**src/rtl/mux_pkg.sv**
```systemverilog
// Shared types for the arbitrated stream multiplexer.
package mux_pkg;

  typedef enum logic {
    ARB_FIXED,
    ARB_RR
  } arb_mode_e;

  typedef enum logic {
    UNLOCKED,
    LOCKED
  } lock_state_e;

endpackage

```
**src/rtl/rr_arbiter.sv**
```systemverilog
// Rotating-priority request picker; ptr=0 gives plain fixed priority.
module rr_arbiter #(
  parameter  int NUM_INPUTS = 4,
  localparam int SEL_WIDTH  = $clog2(NUM_INPUTS)
) (
  input  logic [NUM_INPUTS-1:0] req,
  input  logic [SEL_WIDTH-1:0]  ptr,
  output logic [NUM_INPUTS-1:0] gnt,
  output logic [SEL_WIDTH-1:0]  gnt_idx,
  output logic                  found
);

  always_comb begin
    gnt     = '0;
    gnt_idx = '0;
    found   = 1'b0;
    for (int k = 0; k < NUM_INPUTS; k++) begin
      int j;
      j = int'(ptr) + k;
      if (j >= NUM_INPUTS) j = j - NUM_INPUTS;
      if (!found && req[j]) begin
        found   = 1'b1;
        gnt[j]  = 1'b1;
        gnt_idx = SEL_WIDTH'(j);
      end
    end
  end

endmodule

```
**src/rtl/stream_arb_mux.sv**
```systemverilog
// N-way valid/ready mux with internal arbitration, packet lock
// and a registered output slice.
module stream_arb_mux
  import mux_pkg::*;
#(
  parameter  int        NUM_INPUTS = 4,
  parameter  int        WIDTH      = 32,
  parameter  arb_mode_e ARB_MODE   = ARB_RR,
  localparam int        SEL_WIDTH  = $clog2(NUM_INPUTS)
) (
  input  logic                  clk,
  input  logic                  rst,
  input  logic [NUM_INPUTS-1:0] in_valid,
  input  logic [WIDTH-1:0]      in_data [NUM_INPUTS],
  input  logic [NUM_INPUTS-1:0] in_last,
  output logic [NUM_INPUTS-1:0] in_ready,
  output logic                  out_valid,
  output logic [WIDTH-1:0]      out_data,
  output logic                  out_last,
  output logic [SEL_WIDTH-1:0]  out_sel,
  input  logic                  out_ready
);

  lock_state_e state, state_nxt;
  logic locked;
  logic [SEL_WIDTH-1:0] lock_sel;
  logic [SEL_WIDTH-1:0] rr_ptr;
  logic [SEL_WIDTH-1:0] arb_ptr;
  logic [SEL_WIDTH-1:0] arb_idx;
  logic [SEL_WIDTH-1:0] grant;
  logic [NUM_INPUTS-1:0] arb_gnt;
  logic arb_found;
  logic load_en;
  logic accept;
  logic acc_last;

  assign arb_ptr = (ARB_MODE == ARB_RR) ? rr_ptr : '0;

  rr_arbiter #(
    .NUM_INPUTS(NUM_INPUTS)
  ) u_arb (
    .req    (in_valid),
    .ptr    (arb_ptr),
    .gnt    (arb_gnt),
    .gnt_idx(arb_idx),
    .found  (arb_found)
  );

  // Reset also blocks intake so nothing is acknowledged while held.
  assign load_en  = !rst && (!out_valid || out_ready);
  assign grant    = locked ? lock_sel : arb_idx;
  assign acc_last = in_last[grant];
  assign accept   = load_en &&
                    (locked ? in_valid[lock_sel] : arb_found);

  always_comb begin
    in_ready = '0;
    if (load_en) begin
      if (locked) in_ready[lock_sel] = 1'b1;
      else        in_ready = arb_gnt;
    end
  end

  always_ff @(posedge clk) begin
    if (rst) state <= UNLOCKED;
    else     state <= state_nxt;
  end

  always_comb begin
    state_nxt = state;
    unique case (state)
      UNLOCKED: if (accept && !acc_last) state_nxt = LOCKED;
      LOCKED:   if (accept &&  acc_last) state_nxt = UNLOCKED;
      default:  state_nxt = UNLOCKED;
    endcase
  end

  always_comb begin
    locked = (state == LOCKED);
  end

  always_ff @(posedge clk) begin
    if (rst) begin
      lock_sel <= '0;
      rr_ptr   <= '0;
    end else if (accept) begin
      if (!locked && !acc_last) lock_sel <= grant;
      if (acc_last) begin
        if (grant == SEL_WIDTH'(NUM_INPUTS - 1))
          rr_ptr <= '0;
        else
          rr_ptr <= grant + SEL_WIDTH'(1);
      end
    end
  end

  always_ff @(posedge clk) begin
    if (rst) begin
      out_valid <= 1'b0;
      out_data  <= '0;
      out_last  <= 1'b0;
      out_sel   <= '0;
    end else if (accept) begin
      out_valid <= 1'b1;
      out_data  <= in_data[grant];
      out_last  <= acc_last;
      out_sel   <= grant;
    end else if (out_ready) begin
      out_valid <= 1'b0;
    end
  end

endmodule

```
**config.mk**
```make
export PLATFORM = sky130hd
export DESIGN_NAME = stream_arb_mux
export DESIGN_NICKNAME = d
export VERILOG_FILES = /design/src/rtl/mux_pkg.sv /design/src/rtl/rr_arbiter.sv /design/src/rtl/stream_arb_mux.sv
export SDC_FILE = /design/constraint.sdc
export NUM_CORES = 1
export LEC_CHECK = 0
export BUFFER_PORTS_ARGS = -buffer_cell sky130_fd_sc_hd__buf_2
export CAP_MARGIN = 10
export CELL_PAD_IN_SITES_DETAIL_PLACEMENT = 1
export CELL_PAD_IN_SITES_GLOBAL_PLACEMENT = 1
export CORE_UTILIZATION = 31
export DETAILED_ROUTE_END_ITERATION = 8
export PLACE_DENSITY_LB_ADDON = 0.1
export SYNTH_ARGS = -nofsm -noshare
export SYNTH_HDL_FRONTEND = slang
export SYNTH_SLANG_ARGS = --single-unit
```
**constraint.sdc**
```tcl
create_clock -name clk -period 3.7 [get_ports clk]
set_input_delay 0.185 -clock clk [delete_from_list [all_inputs] [get_ports clk]]
set_output_delay 0.185 -clock clk [all_outputs]
set_load 0.02 [all_outputs]
```
==> results of run 1 <==
-- report_power, final --
part           internal (mW)  leakage [nW]  switching (mW)
registers              0.649         0.341           0.129
clock network          0.202        0.0543           0.168
logic                  0.840          1.91            1.13
-- worst min path at each step --
stage,slack (ps),start,endpoint,cells past startpoint
CTS,150,in_data[62],out_data[30]$_SDFFE_PP0P_,3
global route,150,in_data[62],out_data[30]$_SDFFE_PP0P_,3
detailed placement,450,out_sel[0]$_SDFFE_PP0P_,out_sel[0]$_SDFFE_PP0P_,2
global placement,440,out_last$_SDFFE_PP0P_,out_last$_SDFFE_PP0P_,2
floorplan,360,in_data[0],out_data[0]$_SDFFE_PP0P_,2
finish,150,in_data[62],out_data[30]$_SDFFE_PP0P_,3
-- critical path: stages (launching register included) --
cell      delay [ps]
dfxtp_2          450
inv_1            120
ha_1             330
buf_4            210
mux4_2           590
nor2b_1          290
a22oi_1          110
nor2_1           110
a221oi_1          70
o22ai_1          170
nor2b_1          160
buf_2            180
-- repair_timing --
item	in CTS	in global routing
setup endpoints to repair	0	2
setup buffers	0	0
resized for setup	0	1
-- state kept, by name, summed over array words and instances (netlist names), named ones only --
register / cells
out_valid: 1
out_sel: 2
arb_ptr: 2
out_last: 1
out_data: 32
lock_sel: 2
-- per-layer routing --
metal  vias to the layer above  share of wire (%)  GRT usage, %
li1                       1580                  -             -
met1                      1542                 40          25.1
met2                        97                 53          38.9
met3                        11                4.9          3.55
met4                         0                1.4          4.57
met5                         -                  0             0
-- cells by family (layout without fill, tap and decap cells) --
| kind of cell | Yosys count | in the layout | synth area share (%) |
|---|---|---|---|
| buf+inv | 32 | 201 | 5.75 |
| compound gates | 94 | 94 | 23.3 |
| simple gates | 79 | 79 | 13.0 |
| flops | 41 | 41 | 27.3 |
| mux | 80 | 80 | 28.2 |
| fa+ha+maj | 5 | 5 | 2.08 |
| xor+xnor | 1 | 1 | 0.292 |
-- through the flow --
step | instances | util [%] | hold slack, ps | power [mW]
floorplan | 332 | - | 358 | 2.20
CTS | 630 | 44.0 | 146 | 3.16
global route | 630 | 44.0 | 151 | 3.35
global placement | 622 | 42.8 | 444 | 2.73
finish | 630 | 44.0 | 147 | 3.12
detailed placement | 622 | 42.8 | 455 | 2.78
-- cell usage in the layout, fill, tap and decap left out, types with 2 or more instances in the layout --
| cell | Yosys | routed |
|---|---|---|
| a211oi_1 | 3 | 3 |
| a21oi_1 | 9 | 9 |
| a221oi_1 | 2 | 2 |
| a22oi_1 | 7 | 7 |
| a2bb2oi_1 | 22 | 22 |
| a31o_1 | 10 | 10 |
| and2_1 | 2 | 2 |
| and3_1 | 11 | 11 |
| buf_2 | 6 | 178 |
| buf_4 | 3 | 9 |
| clkbuf_8 | 0 | 5 |
| dfxtp_1 | 41 | 40 |
| ha_1 | 5 | 5 |
| inv_1 | 4 | 4 |
| mux2_2 | 2 | 2 |
| mux2i_1 | 73 | 73 |
| mux4_2 | 3 | 3 |
| nand2_1 | 35 | 35 |
| nand2b_1 | 2 | 2 |
| nand3_1 | 3 | 3 |
| nand3b_1 | 2 | 2 |
| nor2_1 | 9 | 9 |
| nor2b_1 | 5 | 5 |
| nor3_1 | 2 | 2 |
| o21ai_0 | 2 | 2 |
| o21ai_1 | 26 | 26 |
| o22ai_1 | 2 | 2 |
-- final cells by class --
class | instances | area (µm²)
clock buffer | 5 | 68.8
clock inverter | 3 | 46.3
fill | 1159 | 5220
inverter | 5 | 18.8
multi-input combinational | 259 | 2010
sequential | 41 | 822
tap | 129 | 161
timing repair buffer | 188 | 978
==> metrics.yaml, run 1 <==
drtPass1Iterations: 4
rr_endpoint: "out_data[2]$_SDFFE_PP0P_"
clockBufferDepth: 2
ys_seq_elements: 41
placed_area_mm2: 0.00399
r2r_start: "arb_ptr[1]$_SDFFE_PP0P_"
cp_max_fo: 13
cts_buffers: 5
ys_async_sr_fraction_pct: 0
netlist_area_mm2: 0.00300
synth_top_area_cell: "dfxtp_1"
final_nets: 644
worstRegToRegCells: 10
synth.top_cells.by_count: "73 x mux2i_1, 41 x dfxtp_1, 35 x nand2_1"
status: "finished clean"
gp_congestion: 0.802
gr-total-overflow: 0
clkTransAtPathRegs_ps: 90
fin_crit_sh_pct: 88.1
powerDensity_mw_per_mm2: 760
synthFlopType: "dfxtp_1"
grt_pass1_wl_mm: 16.7
num_vias: 3230
design_area_mm2: 0.00411
root_buffer: "clkbuf_8"
critical_path_arrival_ps: 3070
num_rows: 35
syn_nets: 476
drv_cap: 0
cp-endpoint: "in_ready[1]"
drt-total-wl_mm: 10.4
post_synth_num_cell_types: 52
drc: 0
antenna_found_initial: 0
timing_hold_violations_final: 0
worst_slack_ps: 442
grt_max_degree: 41
cp-start-kind: "flip-flop"
floorplan.initialDensity_pct: 32.2
ios: 179
min_path_type: "input port to flip-flop"
yosys_warnings: 0
worst_skew_pair.late_latency_ps: 300
criticalPathCategory: "flip-flop to output port"
fin_tns_setup_ps: 0
drt_iter0_markers: 105
relSlewSlack_pct: 38.8
die_h_um: 100
synth_edf_count: 0
core_area_mm2: 0.00933
end_kind: "output port"
synth_most_common_cell: "mux2i_1"
dpl_worst_slack_ps: 317
h-tree-depth: 2
p_leak_nw: 2.31
cts.sinks: 41
required_ps: 3510
wire_per_inst_um: 16.5
final_layout_size_suffix_gt1_share_pct: 41.7
period_needed_ps: 3260
avgSynthCellArea_um2: 9.05
grt.total_usage_pct: 21.0
cts_hold_buf: 0
skew_ps: 10.3
ir_drop_mv: 0.280
tightest_slew_ps: 911
synthCells: 332
timing.fmax_mhz: 307
vias_per_cell: 5.13
finalMaxSlewViolations: 0
seq_area_frac_synth_pct: 27.3
setup_viol: 0
n_antenna_cell: 0
synth.area.top_cells: "dfxtp_1 27%, mux2i_1 24%, a2bb2oi_1 6.4%"
port_buffers: 178
cts_tree: "done"
area_delta_synth_final_pct: 36.7
regToRegSetupSlack_ps: 460
die_w_um: 100
crit_start: "arb_ptr[1]$_SDFFE_PP0P_"
dieArea_mm2: 0.0101
rsz0062_at_grt: "false"
drtAntennaViolNets: 0
hpwl_mm: 8.38
synth.top_cell.area_share_pct: 27.3
grt_pass1_vias: 3401
Power figures use the tool's default switching activity.
==> run 2, diff against run 1 <==
--- a/config.mk
+++ b/config.mk
@@ -9,9 +9,10 @@
 export CAP_MARGIN = 10
 export CELL_PAD_IN_SITES_DETAIL_PLACEMENT = 1
 export CELL_PAD_IN_SITES_GLOBAL_PLACEMENT = 1
-export CORE_UTILIZATION = 31
+export CORE_UTILIZATION = 32
 export DETAILED_ROUTE_END_ITERATION = 8
 export PLACE_DENSITY_LB_ADDON = 0.1
 export SYNTH_ARGS = -nofsm -noshare
 export SYNTH_HDL_FRONTEND = slang
+export SYNTH_HIERARCHICAL = 1
 export SYNTH_SLANG_ARGS = --single-unit
==> metrics.yaml, run 2 <==
cp_cell_sequence: "inv_1, ha_1, mux4_2, nor4b_4, nor2_1, a32o_1, a32o_1, a221oi_2, o21ai_1, a32o_1"
post-cts-setup-buffers: 0
synth.top_cell.area_share_pct: 27.0
core_area_mm2: 0.00920
busiest_layer: "met2"
post-place-cells: 573
final_cell_mix: "178 x buf_2, 70 x nand2_1, 41 x dfxtp_1"
die_h_um: 99.4
seq_area_frac_synth_pct: 27.0
num_vias: 3002
p_leak_nw: 1.86
grt_max_degree: 39
n_antenna_cell: 0
ios: 179
finalMaxSlewViolations: 0
floorplan.initialDensity_pct: 33.0
gr-total-overflow: 0
num_rows: 35
cts_tree: "done"
setup_viol: 0
timing.fmax_mhz: 288
min_path_type: "input port to flip-flop"
hpwl_mm: 7.56
min_to: "lock_sel[0]$_SDFFE_PP0P_"
h-tree-depth: 2
gp_congestion: 0.832
final_core_util_pct: 44.5
cp_max_fo: 10
min_from: "rst"
post_synth_num_cell_types: 41
synth_most_common_cell: "nand2_1"
largest_reg_flops: 32
criticalPathCategory: "flip-flop to flip-flop"
root_buffer: "clkbuf_8"
regToRegSetupSlack_ps: 220
antenna_found_initial: 0
ys_seq_elements: 41
port_buffers: 178
skew_ps: 9.14
final_common_cell: "buf_2"
synthCells: 299
dieArea_mm2: 0.00988
critical_path_arrival_ps: 3660
grt_pass1_wl_mm: 14.7
cts_buffers: 5
fin_crit_sh_pct: 94.0
status: "finished clean"
cp_common_cell: "a32o_1"
clockBufferDepth: 2
cts-resized-gates: 0
drt_iter0_markers: 41
hold_depth: 4
synth_top_area_cell: "dfxtp_1"
vias_per_cell: 5.17
cts_hold_buf: 0
cts.sinks: 41
die_w_um: 99.4
syn_nets: 446
final_nets: 616
ir_drop_mv: 0.294
grt_use_met1_pct: 21.4
drtAntennaViolNets: 0
cp-start-kind: "flip-flop"
required_ps: 3890
drtPass1Iterations: 4
grt.total_usage_pct: 18.5
synth_edf_count: 0
drt-total-wl_mm: 9.42
clkTransAtPathRegs_ps: 80
rsz0062_at_grt: "false"
synthFlopType: "dfxtp_1"
fin_tns_setup_ps: 0
worst_skew_pair.late_latency_ps: 300
worstRegToRegCells: 10
tightest_slew_ps: 675
wire_per_inst_um: 16.2
synth.top_cells.by_count: "70 x nand2_1, 41 x dfxtp_1, 34 x mux4_2"
use_met2_pct: 35.1
drv_cap: 0
timing_hold_violations_final: 0
area_delta_synth_final_pct: 34.8
ys_async_sr_fraction_pct: 0
rr_endpoint: "arb_ptr[1]$_SDFFE_PP0P_"
netlist_area_mm2: 0.00304
instances_no_fill: 581
slowest_delay_ps: 490
grt_pass1_vias: 3055
r2r_start: "arb_ptr[0]$_SDFFE_PP0P_"
period_needed_ps: 3480
avgSynthCellArea_um2: 10.2
grt_util_met3_pct: 3.23
powerDensity_mw_per_mm2: 840
relSlewSlack_pct: 54.6
crit_slowest_cell: "dfxtp_1"
yosys_warnings: 6
final_layout_size_suffix_gt1_share_pct: 56.4
drc: 0
end_kind: "flip-flop"
largest-register: "out_data"
synth.area.top_cells: "dfxtp_1 27%, mux4_2 25%, nand2_1 8.7%"
==> run 2: cell types whose count changed in the layout (fill, tap and decap cells not counted), moves of 18 or more <==
cell       previous run  this run
mux2i_1              73         3
nand2_1              35        70
mux4_2                3        34
o21ai_1              26         1
a2bb2oi_1            22         0
a21oi_1               9        27
==> run 2: worst max-delay path by stage <==
stage	start	endpoint	slack [ps]
2_1_floorplan	arb_ptr[0]$_SDFFE_PP0P_	out_data[0]$_SDFFE_PP0P_	510
3_3_place_gp	arb_ptr[0]$_SDFFE_PP0P_	arb_ptr[1]$_SDFFE_PP0P_	440
3_5_place_dp	arb_ptr[0]$_SDFFE_PP0P_	arb_ptr[1]$_SDFFE_PP0P_	240
4_1_cts	arb_ptr[0]$_SDFFE_PP0P_	arb_ptr[1]$_SDFFE_PP0P_	230
5_1_grt	arb_ptr[0]$_SDFFE_PP0P_	lock_sel[0]$_SDFFE_PP0P_	10
6_report	arb_ptr[0]$_SDFFE_PP0P_	arb_ptr[1]$_SDFFE_PP0P_	220
==> run 2: area by class of cell <==
class | count | area [µm²]
Sequential cell | 41 | 821
Timing Repair Buffer | 188 | 1020
Clock buffer | 6 | 82.6
Tap cell | 111 | 139
Multi-Input combinational cell | 225 | 1990
Inverter | 8 | 30.0
Fill cell | 1126 | 5100
Clock inverter | 2 | 13.8
==> run 2: metal layers <==
metal | vias to the layer above | share of wire, % | wire length, µm
met5 | - | 0 | 0
met4 | 0 | 0.83 | 78
met3 | 7 | 5.2 | 493
met2 | 93 | 54 | 5040
met1 | 1467 | 40 | 3810
li1 | 1435 | - | -
==> run 2: critical path, delay by kind of cell, from the launching register on <==
| kind | cells | cell delay, ps |
|---|---|---|
| AO/OA/AOI/OAI | 5 | 1430 |
| flip-flops | 1 | 490 |
| AND/OR/NAND/NOR | 2 | 480 |
| multiplexers | 1 | 450 |
| adder cells (fa/ha/maj) | 1 | 380 |
| buffers and inverters | 1 | 150 |
==> run 2: report_power, final <==
part           internal (mW)  switching, mW  leakage (nW)
clock network          0.151          0.166        0.0512
logic                   1.17           1.25          1.47
registers              0.588          0.116         0.337
total                   1.91           1.53          1.86
==> run 2: kinds of logic (layout without fill, tap and decap cells) <==
| logic type | Yosys count | after routing | synth area share, % |
|---|---|---|---|
| muxes | 45 | 45 | 31.1 |
| and+or+nand+nor | 102 | 102 | 15.0 |
| AOI/OAI and AO/OA | 70 | 70 | 15.7 |
| adders and majority gates | 8 | 8 | 3.30 |
| buffers and inverters | 33 | 204 | 7.87 |
| DFF | 41 | 41 | 27.0 |
==> run 2: stage by stage <==
stage | worst slack, ps | hold WS [ps] | area (µm²) | power [mW]
floorplan | 509 | 397 | 3040 | 2.57
finish | 223 | 234 | 4090 | 3.44
detailed placement | 243 | 445 | 4000 | 3.16
CTS | 229 | 237 | 4090 | 3.49
global route | 13.7 | 309 | 4090 | 3.69
global placement | 437 | 439 | 4000 | 3.10
==> run 3, diff against run 2 <==
--- a/config.mk
+++ b/config.mk
@@ -7,11 +7,10 @@
 export LEC_CHECK = 0
 export BUFFER_PORTS_ARGS = -buffer_cell sky130_fd_sc_hd__buf_2
 export CAP_MARGIN = 10
-export CELL_PAD_IN_SITES_DETAIL_PLACEMENT = 1
-export CELL_PAD_IN_SITES_GLOBAL_PLACEMENT = 1
-export CORE_UTILIZATION = 32
+export CORE_UTILIZATION = 44
+export CTS_CLUSTER_DIAMETER = 80
 export DETAILED_ROUTE_END_ITERATION = 8
-export PLACE_DENSITY_LB_ADDON = 0.1
+export PLACE_DENSITY = 0.81
 export SYNTH_ARGS = -nofsm -noshare
 export SYNTH_HDL_FRONTEND = slang
 export SYNTH_HIERARCHICAL = 1
==> metrics.yaml, run 3 (synthesis results as in run 2) <==
final_cell_mix: "178 x buf_2, 70 x nand2_1, 39 x dfxtp_1"
num_vias: 2976
criticalPathCategory: "flip-flop to flip-flop"
final_layout_size_suffix_gt1_share_pct: 56.4
gp_congestion: 0.936
h-tree-depth: 2
drt-total-wl_mm: 8.64
largest-register: "out_data"
grt_max_degree: 39
cts-resized-gates: 0
skew_ps: 8.58
holdWs_ps: 263
drv_cap: 0
die_w_um: 85.1
setup_viol: 0
drtPass1Iterations: 6
post-cts-setup-buffers: 0
cp_max_fo: 11
grt.total_usage_pct: 23.6
cts.sinks: 41
die_h_um: 85.1
hpwl_mm: 6.88
cts_buffers: 5
drt_iter0_markers: 82
final_core_util_pct: 61.8
fin_tns_setup_ps: 0
dieArea_mm2: 0.00724
cts_hold_buf: 0
port_buffers: 178
cts_tree: "done"
intPower_mw: 1.89
fin_crit_sh_pct: 94.3
p_sw_mw: 1.46
grt_util_met3_pct: 5.06
largest_reg_flops: 32
timing_hold_violations_final: 0
relSlewSlack_pct: 27.0
critical_path_arrival_ps: 3660
num_rows: 29
clockBufferDepth: 2
root_buffer: "clkbuf_8"
status: "finished clean"
required_ps: 3870
tightest_slew_ps: 1090
wire_per_inst_um: 15.9
drtAntennaViolNets: 0
dpl_worst_slack_ps: 131
seqPwrFrac_pct: 21.4
total_power_mw: 3.35
comb_power_share_pct: 70.6
p_clk_share_pct: 8.0
finalMaxSlewViolations: 0
final_nets: 614
powerDensity_mw_per_mm2: 836
clkTransAtPathRegs_ps: 70
antenna_found_initial: 0
timing.fmax_mhz: 287
n_antenna_cell: 0
worst_slack_ps: 212
regToRegSetupSlack_ps: 210
vias_per_cell: 5.48
busiest_layer: "met2"
grt_use_met1_pct: 26.4
final_common_cell: "buf_2"
end_kind: "flip-flop"
rsz0062_at_grt: "false"
nFillCells: 574
min_path_type: "input port to flip-flop"
cp-start-kind: "flip-flop"
drc: 0
floorplan.initialDensity_pct: 46.8
grt_pass1_vias: 2924
grt_pass1_wl_mm: 13.5
area_delta_synth_final_pct: 32.1
swShare_pct: 43.6
core_area_mm2: 0.00649
gr-total-overflow: 0
p_leak_nw: 1.83
ir_drop_mv: 0.410
ios: 179
period_needed_ps: 3490
worst_skew_pair.late_latency_ps: 290
use_met2_pct: 45.5
-- run 3: worst max-delay path, cell delays in order (launching register included) --
cell      delay, ps
dfxtp_2         440
inv_1           140
ha_1            370
mux4_2          440
nor4b_4         400
nor2_1          120
a32o_1          300
a32o_1          300
a221oi_2        300
o21ai_1         190
a32o_1          360
-- run 3: routing by layer --
layer	vias to the layer above	part of all wire, %
li1	1438	-
met1	1403	39
met2	124	53
met3	11	6.7
met4	0	1.3
met5	-	0
-- run 3: worst paths after layout --
| check | depth (start not counted) | endpoint | startpoint |
|---|---|---|---|
| worst max-delay path | 10 | arb_ptr[1]$_SDFFE_PP0P_ | arb_ptr[1]$_SDFFE_PP0P_ |
| worst min-delay path | 4 | lock_sel[0]$_SDFFE_PP0P_ | rst |
| worst max register to register | 10 | arb_ptr[1]$_SDFFE_PP0P_ | arb_ptr[1]$_SDFFE_PP0P_ |
| worst min register to register | 2 | out_data[16]$_SDFFE_PP0P_ | out_data[16]$_SDFFE_PP0P_ |
-- run 3: power by group through the flow --
stage / sequential [mW] / combinational, mW / clock (mW)
after floorplan: 0.833 / 1.74 / 0
after global placement: 0.714 / 2.31 / 0
after detailed placement: 0.726 / 2.37 / 0
after CTS: 0.715 / 2.38 / 0.282
after global routing: 0.738 / 2.56 / 0.299
final: 0.717 / 2.37 / 0.268
-- run 3: cell type report --
type	count	area (µm²)	area share, %
well taps	77	96.3	2.40
multi-input cells	225	1990	49.5
inverters	8	30.0	0.749
clock inverters	1	5.00	0.125
flip-flops and latches	41	823	20.5
repair buffers	186	1000	25.0
clock buffers	5	68.8	1.72
-- run 3: per-stage QoR --
step	area, µm²	cells
after floorplan	3040	299
after global placement	3940	537
after detailed placement	3940	537
after CTS	4010	543
after global routing	4010	543
final	4010	543
